<file path="src/rtl/cipher_bonus.sv">
// cipher_bonus: multi-cycle repeating-key XOR stream cipher.
// Processes an N-bit word one byte per clock, byte 0 (bits [7:0]) first.
// XOR is self-inverse, so the same block encrypts and decrypts.
//
// Ports:
//   clk        in   rising-edge clock
//   rst        in   asynchronous active-high reset
//   start      in   request; accepted only in IDLE or DONE
//   key        in   8-bit key, captured when start is accepted
//   plaintext  in   N-bit data, captured when start is accepted
//   done       out  high while the result is valid (DONE state)
//   ciphertext out  N-bit registered result
//
// Configuration macro:
//   CIPHER_KEY_ROTATE_EN  when defined, the captured key rotates left by one
//                         after every byte (byte i uses key rotl i).
module cipher_bonus #(
  parameter int unsigned N = 16
) (
  input  logic         clk,
  input  logic         rst,
  input  logic         start,
  input  logic [7:0]   key,
  input  logic [N-1:0] plaintext,
  output logic         done,
  output logic [N-1:0] ciphertext
);

  localparam int unsigned NB   = N / 8;
  localparam int unsigned IdxW = (NB > 1) ? $clog2(NB) : 1;
  localparam logic [IdxW-1:0] LastIdx = IdxW'(NB - 1);

  if ((N % 8 != 0) || (N < 8)) begin : g_bad_n
    $error("cipher_bonus: N must be a multiple of 8 and >= 8");
  end

  localparam logic [1:0] StIdle = 2'd0;
  localparam logic [1:0] StBusy = 2'd1;
  localparam logic [1:0] StDone = 2'd2;

  logic [1:0]      state_q, state_d;
  logic [7:0]      key_q, key_d;
  logic [N-1:0]    pt_q, pt_d;
  logic [N-1:0]    ct_q, ct_d;
  logic [IdxW-1:0] idx_q, idx_d;

  always_comb begin
    state_d = state_q;
    key_d   = key_q;
    pt_d    = pt_q;
    ct_d    = ct_q;
    idx_d   = idx_q;
    case (state_q)
      StIdle, StDone: begin
        if (start) begin
          key_d   = key;
          pt_d    = plaintext;
          ct_d    = '0;
          idx_d   = '0;
          state_d = StBusy;
        end
      end
      StBusy: begin
        // Constant-indexed byte lanes keep the select simple for synthesis.
        for (int unsigned i = 0; i < NB; i++) begin
          if (idx_q == IdxW'(i)) begin
            ct_d[8*i +: 8] = pt_q[8*i +: 8] ^ key_q;
          end
        end
`ifdef CIPHER_KEY_ROTATE_EN
        key_d = {key_q[6:0], key_q[7]};
`else
        key_d = key_q;
`endif
        if (idx_q == LastIdx) begin
          idx_d   = '0;
          state_d = StDone;
        end else begin
          idx_d = idx_q + 1'b1;
        end
      end
      default: begin
        state_d = StIdle;
      end
    endcase
  end

  always_ff @(posedge clk or posedge rst) begin
    if (rst) begin
      state_q <= StIdle;
      key_q   <= '0;
      pt_q    <= '0;
      ct_q    <= '0;
      idx_q   <= '0;
    end else begin
      state_q <= state_d;
      key_q   <= key_d;
      pt_q    <= pt_d;
      ct_q    <= ct_d;
      idx_q   <= idx_d;
    end
  end

  assign done       = (state_q == StDone);
  assign ciphertext = ct_q;

endmodule

</file>
<file path="config.mk">
export PLATFORM = sky130hd
export DESIGN_NAME = cipher_bonus
export DESIGN_NICKNAME = d
export VERILOG_FILES = /design/src/rtl/cipher_bonus.sv
export SDC_FILE = /design/constraint.sdc
export NUM_CORES = 1
export LEC_CHECK = 0
export CAP_MARGIN = 40
export CORE_ASPECT_RATIO = 0.8
export CORE_MARGIN = 5
export CORE_UTILIZATION = 43
export CTS_CLUSTER_DIAMETER = 30
export DETAILED_ROUTE_END_ITERATION = 7
export GPL_ROUTABILITY_DRIVEN = 0
export GPL_TIMING_DRIVEN = 0
export PLACE_DENSITY = 0.8
export RECOVER_POWER = 100
export SLEW_MARGIN = 20
export SYNTH_ARGS = -nofsm -noshare
export SYNTH_HDL_FRONTEND = slang
export SYNTH_SLANG_ARGS = --single-unit
</file>
<file path="constraint.sdc">
create_clock -name clk -period 2.82 [get_ports clk]
set_clock_uncertainty 0.15 [all_clocks]
set_input_delay 0.282 -clock clk [delete_from_list [all_inputs] [get_ports clk]]
set_output_delay 0.282 -clock clk [all_outputs]
set_load 0.01 [all_outputs]
</file>
==> impl_metrics.py <==
metrics = {
    "drt": {
        "drc_errors": 0,
        "dr_total_vias": 1365,
        "routed_wl_um": 3845,
        "wl_per_cell_um": 13.03,
        "first_pass_iters": 4,
        "drtIter0Drc": 61,
        "ant_nets": 0,
        "viasPerCell": 4.627,
    },
    "clock_tree": {
        "path_clk_slew_ns": 0.08,
        "cts-root-buf": "clkbuf_8",
        "cts_resized": 0,
        "worstSkewPairLatency_ns": 0.29,
        "postCtsHoldBufs": 0,
        "cts_tree": "built",
        "cts_sinks": 43,
        "cts_buffers": 5,
        "clockBufferDepth": 2,
        "post_cts_buffers": 0,
        "htree_levels": 2,
    },
    "placed_design": {
        "post-dp-hpwl_um": 2906,
        "portBuffers": 43,
        "place_inst": 287,
        "pre_cts_ws_ns": 0.8406,
        "postPlaceCellArea_mm2": 0.002328,
    },
    "critical_path": {
        "rrSetupSlack_ns": 1.20,
        "crit_buf_inv": 2,
        "cp_cell_sequence": "nand2b_1 > inv_1 > dlygate4sd3_1",
        "crit_slowest_cell": "dlygate4sd3_1",
        "worst_r2r_endpoint": "ciphertext[2]",
        "cp_max_fo": 6,
        "arrival_ns": 1.54,
        "reg2reg_depth": 5,
        "critical_path_required_ns": 2.39,
        "cpLargestDelayFamily": "buffers and inverters",
        "start_kind": "flop",
        "end_kind": "output pin",
        "worstSetupPathType": "reg -> out",
        "path_depth": 3,
        "r2r-start": "state_q[0]",
        "slowest_delay_ns": 0.59,
    },
    "yosys": {
        "synthArstFlopShare": 1.000,
        "syn_inst": 186,
        "synth.distinct_cells": 16,
        "syn_nets": 213,
        "yosysTopAreaCell": "dfrtp_1",
        "synth-edff-count": 0,
        "synthTopCellsByArea": "dfrtp_1, nand2_1, xnor2_1",
        "synth.cell_area_mm2": 0.001807,
        "synth_area_per_cell_um2": 9.714,
        "synthTopCellsByCount": "nand2_1, dfrtp_1, nand3_1",
        "ys_warn_count": 0,
        "ys_ff_latch": 43,
        "netlist.area_leader.share": 0.5956,
        "yosysMostFrequentCell": "nand2_1",
        "ys.flop_type": "dfrtp_1",
        "synth_seq_area_share": 0.5956,
    },
    "sta": {
        "tightest_slew_ns": 0.5909,
        "slew_violations": 0,
        "rsz0062_at_grt": "false",
        "period_share": 0.6977,
        "setup_ws_ns": 0.8526,
        "hold_viol": 0,
        "slew_headroom": 0.6056,
        "fmax_mhz": 508.3,
        "fin_tns_setup_ns": 0,
        "finalSetupViolCount": 0,
        "period_needed_ns": 1.967,
    },
    "floorplan": {
        "core-area_mm2": 0.004125,
        "pin_count": 44,
        "die_w_um": 82.47,
        "rows": 21,
        "die_y_um": 67.98,
        "start_util": 0.4380,
        "dieArea_mm2": 0.005606,
    },
    "worst_hold_path": {
        "hp-class": "reg -> reg",
        "whs_path_depth": 2,
        "hold_start": "pt_q[10]",
        "min_to": "pt_q[10]",
    },
    "finish": {
        "syn2layout_area_growth_pct": 31.65,
        "fin_area_mm2": 0.002379,
        "drive_gt1_frac": 0.04622,
        "multi_input_comb_area_um2": 634.4,
        "insertedDiodeCount": 0,
        "instances_no_fill": 295,
        "nets": 264,
        "ff_latch_area_mm2": 0.001076,
        "fillCellCount": 407,
    },
    "power_and_ir_drop": {
        "p_leak_nw": 1.148,
        "vdd_drop_max_mv": 0.4602,
        "power.density_mw_per_mm2": 1051,
    },
    "grt": {
        "grt_pass1_wl_um": 6320,
        "track_usage": 0.1556,
        "grt_max_degree": 30,
        "grt_pass1_vias": 1319,
        "grt.overflow.total": 0,
        "antenna_found_initial": 0,
    },
    "outcome": {
        "status": "finished clean",
    },
    "flow_run": {
        "cap_violations": 0,
    },
}
==> state kept, by name, indices dropped and copies added (netlist names) <==
signal and cells:
ciphertext 16, idx_q 1, key_q 8, state_q 2
pt_q 16
==> report_power, final <==
part | switching (mW) | leakage, nW | internal [mW]
sequential | 0.224 | 0.544 | 0.915
clock | 0.194 | 0.0422 | 0.174
combinational | 0.484 | 0.561 | 0.510
==> worst max-delay path by stage <==
stage               start             to
2_1_floorplan         rst  ciphertext[0]
3_3_place_gp          rst       key_q[2]
4_1_cts        state_q[0]           done
5_1_grt        state_q[0]           done
6_report       state_q[0]           done
3_5_place_dp        start       pt_q[13]
==> area by class of cell <==
class	count	share of cell area
Tap cell	57	0.02998
Sequential cell	43	0.4524
Multi-Input combinational cell	130	0.2667
Clock buffer	7	0.03209
Buffer	11	0.02420
Timing Repair Buffer	44	0.1894
Inverter	2	0.003156
Clock inverter	1	0.002104
==> worst min-delay path, cell delays in order, from the launching register on <==
cell	delay [ns]
dfrtp_1	0.36
nand2_1	0.05
nand2_1	0.05
==> layer usage <==
layer	track usage	routed length, um
met5	0	0
met4	0.06224	59
met3	0.04079	209
met2	0.2570	1881
met1	0.1946	1694
==> cell families after synthesis <==
logic type | count (synthesis) | share of synthesized area
flip-flops | 43 | 0.5956
AO/OA/AOI/OAI | 17 | 0.06371
buffers and inverters | 13 | 0.03878
XOR/XNOR | 16 | 0.07756
AND/OR/NAND/NOR | 97 | 0.2244
==> cells in the final DEF, fill, tap and decap left out, types with 2 or more instances in the layout <==
cell type and count:
nand2b_1 2, o21ai_0 15, clkdlybuf4s50_1 24, buf_6 2, clkbuf_1 10, xnor2_1 16, dfrtp_1 43, clkbuf_8 5
nand3_1 17, inv_1 2, dlygate4sd3_1 19, nand2_1 74
==> metrics by stage <==
| stage | util | hold slack (ns) | power (mW) |
|---|---|---|---|
| after floorplan | - | 0.2374 | 1.859 |
| after CTS | 0.5842 | 0.1313 | 2.666 |
| after global routing | 0.5766 | 0.3607 | 2.719 |
| final | 0.5766 | 0.3440 | 2.500 |
| after global placement | 0.5596 | 0.3282 | 2.244 |
| after detailed placement | 0.5645 | 0.3341 | 2.296 |
Note: power is estimated with default switching activity, not from simulation.
